**src/rtl/sram1r1w_port_ctrl.sv**
```systemverilog
// Read/write front end for a two-port byte-write SRAM macro (port A read, port B write).
// Converts valid/ready requests into active-low strobes and resolves same-address collisions.
module sram1r1w_port_ctrl #(
    parameter int DEPTH = 512,
    parameter int WIDTH = 64,
    parameter int ADDRW = 9
) (
    input  logic                 clk,
    input  logic                 reset,
    input  logic                 ReadEn,
    output logic                 ReadReady,
    input  logic [ADDRW-1:0]     ReadAddr,
    input  logic                 ReadStall,
    output logic                 ReadValid,
    output logic [WIDTH-1:0]     ReadData,
    input  logic                 WriteEn,
    input  logic [ADDRW-1:0]     WriteAddr,
    input  logic [WIDTH-1:0]     WriteData,
    input  logic [WIDTH/8-1:0]   WriteByteMask,
    output logic                 CEBA,
    output logic                 WEBA,
    output logic [ADDRW-1:0]     AA,
    output logic [WIDTH-1:0]     DA,
    output logic [WIDTH-1:0]     BWEBA,
    input  logic [WIDTH-1:0]     QA,
    output logic                 CEBB,
    output logic                 WEBB,
    output logic [ADDRW-1:0]     AB,
    output logic [WIDTH-1:0]     DB,
    output logic [WIDTH-1:0]     BWEBB,
    input  logic [WIDTH-1:0]     QB
);

    typedef enum logic [1:0] {
        ST_EMPTY = 2'd0,
        ST_LIVE  = 2'd1,
        ST_HELD  = 2'd2
    } rd_state_e;

    rd_state_e          state_q, state_d;
    logic               fwd_q, fwd_d;
    logic [WIDTH-1:0]   fwd_data_q, fwd_data_d;
    logic [WIDTH-1:0]   hold_q, hold_d;

    logic               wr_act_s;
    logic               coll_s;
    logic               full_mask_s;
    logic               partial_s;
    logic               rd_ready_s;
    logic               rd_acc_s;
    logic [WIDTH-1:0]   live_data_s;
    logic               unused_s;

    // QB is never read; the depth check keeps DEPTH tied to ADDRW.
    assign unused_s = ^{QB, (DEPTH == (1 << ADDRW))};

    // Request decode, collision detection and macro strobe generation.
    always_comb begin
        wr_act_s    = WriteEn & (|WriteByteMask) & ~reset;
        full_mask_s = &WriteByteMask;
        coll_s      = wr_act_s & ReadEn & (ReadAddr == WriteAddr);
        partial_s   = coll_s & ~full_mask_s;
        rd_ready_s  = ~reset & ~(ReadValid & ReadStall) & ~partial_s;
        rd_acc_s    = ReadEn & rd_ready_s;

        ReadReady = rd_ready_s;
        CEBA      = ~rd_acc_s;
        WEBA      = 1'b1;
        AA        = ReadAddr;
        DA        = '0;
        BWEBA     = '1;

        CEBB = ~wr_act_s;
        WEBB = ~wr_act_s;
        AB   = WriteAddr;
        DB   = WriteData;
        for (int i = 0; i < WIDTH; i++) begin
            BWEBB[i] = ~WriteByteMask[i/8];
        end
    end

    // Read-side state machine, forwarding capture and hold-register load.
    always_comb begin
        state_d     = state_q;
        hold_d      = hold_q;
        // Macro output is undefined on a full-word collision, so the write data stands in.
        live_data_s = fwd_q ? fwd_data_q : QA;
        fwd_d       = rd_acc_s & coll_s & full_mask_s;
        if (rd_acc_s && coll_s && full_mask_s) begin
            fwd_data_d = WriteData;
        end else begin
            fwd_data_d = fwd_data_q;
        end

        case (state_q)
            ST_EMPTY: begin
                if (rd_acc_s) begin
                    state_d = ST_LIVE;
                end else begin
                    state_d = ST_EMPTY;
                end
            end
            ST_LIVE: begin
                if (ReadStall) begin
                    state_d = ST_HELD;
                    hold_d  = live_data_s;
                end else if (rd_acc_s) begin
                    state_d = ST_LIVE;
                end else begin
                    state_d = ST_EMPTY;
                end
            end
            ST_HELD: begin
                if (ReadStall) begin
                    state_d = ST_HELD;
                end else if (rd_acc_s) begin
                    state_d = ST_LIVE;
                end else begin
                    state_d = ST_EMPTY;
                end
            end
            default: begin
                state_d = ST_EMPTY;
            end
        endcase

        case (state_q)
            ST_LIVE: begin
                ReadValid = 1'b1;
                ReadData  = live_data_s;
            end
            ST_HELD: begin
                ReadValid = 1'b1;
                ReadData  = hold_q;
            end
            default: begin
                ReadValid = 1'b0;
                ReadData  = '0;
            end
        endcase
    end

    // State and data registers with synchronous reset.
    always_ff @(posedge clk) begin
        if (reset) begin
            state_q    <= ST_EMPTY;
            fwd_q      <= 1'b0;
            fwd_data_q <= '0;
            hold_q     <= '0;
        end else begin
            state_q    <= state_d;
            fwd_q      <= fwd_d;
            fwd_data_q <= fwd_data_d;
            hold_q     <= hold_d;
        end
    end

endmodule

```
**config.mk**
```make
export PLATFORM = sky130hd
export DESIGN_NAME = sram1r1w_port_ctrl
export DESIGN_NICKNAME = d
export VERILOG_FILES = /design/src/rtl/sram1r1w_port_ctrl.sv
export SDC_FILE = /design/constraint.sdc
export NUM_CORES = 1
export LEC_CHECK = 0
export CORE_AREA = 10 10 215 217
export DETAILED_ROUTE_END_ITERATION = 12
export DIE_AREA = 0 0 225 227
export GPL_ROUTABILITY_DRIVEN = 0
export PLACE_DENSITY = 0.62
export SLEW_MARGIN = 10
export SYNTH_ARGS = -nofsm -noshare
export SYNTH_HDL_FRONTEND = slang
export SYNTH_SLANG_ARGS = --single-unit
export TNS_END_PERCENT = 30
```
**constraint.sdc**
```tcl
create_clock -name clk -period 5 [get_ports clk]
set_input_delay 0.5 -clock clk [delete_from_list [all_inputs] [get_ports clk]]
set_output_delay 0.5 -clock clk [all_outputs]
set_load 0.01 [all_outputs]
```
==> qor.txt <==
Initial Util - 20.7%
ys async rst share - 0%
number of global-route vias before repair - 7,024
Fin. Hold Viols - 0
biggest area consumer among synthesized cells - dfxtp_1
number of max-cap violations - 0
Final Cycle Share - 71.3%
first-iteration detailed-routing DRC count - 233
Worst IR Drop VDD - 0.199 mV
Synth Register Bits - 131
fin crit period - 3.57 ns
post-CTS sizing - 0
Worst-Skew Late Latency - 0.45 ns
Synth Instances - 953
final core utilization - 28.6%
design area - 0.0120 mm^2
skew final - 0.00880 ns
nature of the critical path startpoint - flip-flop
slew margin rel. - 24.6%
Cells after DPL - 1,677
FP Rows - 75
detailed-route wire length - 29,900 um
Worst Hold Class - flip-flop to flip-flop
Final Setup Violations - 0
post-synth cell types - 29
RSZ-0062 raised after global routing - false
Layout area overhead - 38.0%
cts bufs inserted - 17
initial antenna violation count - 3
GR Util All Layers - 11.2%
fin cells - 1,712
Core ar. - 0.0418 mm^2
clk sink count - 131
Worst EP required - 4.50 ns
Final ANT Viol Nets - 0
io pins - 567
Post-synth EDFFs - 0
DR DRC count - 0
Fmax - 280 MHz
Synth area leaders - dfxtp_1, buf_4, mux2i_1, mux2_2, nor2_1
CP Class - flip-flop to primary output
YS warnings - 0
critical-path maximum fanout - 57
run status - finished clean
setup_tns - 0 ns
worst path arrival time - 3.07 ns
Max Transition Viols Final - 0
Clock Path Buffers - 2
hold_buf cts - 0
Syn Area/Cell - 9.09 um^2
top_reg_cell synth - dfxtp_1
most frequent cells after synthesis - buf_4, dfxtp_1, nor2_1, mux2i_1, nor2b_1
CP Capture Type - primary output
Leak - 4.19 nW
most common cell in the netlist - buf_4
WL per Instance - 17.5 um
Min Hold Slack - 0.489 ns
Final HPWL DP - 22,600 um
Final nets - 1,385
die width - 225 um
drt pass-1 iters - 4
TritonCTS clock tree - done
H-tree Lvls - 4
postcts setup bufs - 0
Die Footprint - 0.0511 mm^2
Die H - 227 um
pwr/cell area - 250 mW/mm^2
Hold Path Depth - 2
Vias - 6,643
total grt overflow - 0
first-pass GRT wire length - 43,800 um
Reg2Reg Depth - 6
largest net degree at the start of global routing - 70
sequential fraction of the synthesis area - 30.3%
Reg clk slew, reported paths - 0.06 ns
area of the mapped netlist - 0.00866 mm^2
DR vias/cell - 3.88
clock root buffer - clkbuf_16
PortBufs - 373
share of layout cells above drive strength 1 - 9.74%
Post-DP Area - 0.0113 mm^2
Setup WS post-layout - 1.43 ns
worst slew pin tran - 1.13 ns
post-route total power - 2.99 mW
DP Worst Slack - 1.67 ns
post-synth top area share - 30.3%
## flip-flops by register name, indices dropped and copies added, names as in the netlist
signal      count
fwd_data_q     64
hold_q         64
state_q         2
fwd_q           1
## worst max-delay path, stage by stage, from the launching register on
cell             delay, ns
dfxtp_1               0.38
inv_1                 0.08
ha_2                  1.07
buf_4                 0.33
nor2b_1               0.15
clkdlybuf4s50_1       0.58
## per-layer routing
layer	global-route usage, %	up-vias	part of all wire, %
li1	-	3192	-
met1	12.2	3166	40
met2	19.0	266	49
met3	5.93	17	10
met4	2.83	2	0.85
met5	0	-	0.037
## cells in the final DEF, fill, tap and decap left out, drive strengths merged, types with 3 or more instances in the layout
| master | instances |
|---|---|
| clkdlybuf4s50 | 372 |
| dfxtp | 131 |
| nor2 | 130 |
| conb | 129 |
| mux2i | 128 |
| nor2b | 65 |
| mux2 | 64 |
| a22oi | 64 |
| clkbuf | 25 |
| inv | 12 |
| buf | 11 |
| xnor2 | 9 |
| nand4 | 4 |
| ha | 4 |
| nor4 | 3 |
| clkinvlp | 3 |
## kinds of logic (layout without fill, tap and decap cells)
group	after synthesis	after routing	synth area share, %
AO/OA/AOI/OAI	69	69	6.01
XOR/XNOR	9	9	0.910
adder cells (fa/ha/maj)	4	4	0.578
buffers and inverters	336	427	27.4
flip-flops	131	131	30.3
multiplexers	192	192	23.1
other	2	131	0.0867
AND/OR/NAND/NOR	210	210	11.6
## where the power goes
part / internal [mW] / leakage, nW / total, mW / switching (mW)
sequential: 1.06 / 1.06 / 1.07 / 0.00925
clock: 0.827 / 0.297 / 1.32 / 0.488
combinational: 0.319 / 2.84 / 0.605 / 0.286
total: 2.21 / 4.19 / 2.99 / 0.783
## final cells by class
cell class / count / area, um^2
inverters: 12 / 45.0
clock inverters: 7 / 92.6
repair buffers: 383 / 3830
clock buffers: 25 / 527
multi-input cells: 613 / 4150
well taps: 539 / 674
flip-flops and latches: 131 / 2630
fillers: 4407 / 29800
diodes: 2 / 5.00
## worst paths after layout
| kind | end | slack, ns | start |
|---|---|---|---|
| worst max-delay path | ReadData[31] | 1.43 | state_q[0] |
| worst min-delay path | fwd_data_q[52] | 0.49 | fwd_data_q[52] |
| worst min register to register | fwd_data_q[52] | 0.49 | fwd_data_q[52] |
| worst max register to register | hold_q[18] | 1.84 | state_q[1] |
No activity file was read; power rests on OpenSTA's default activity.
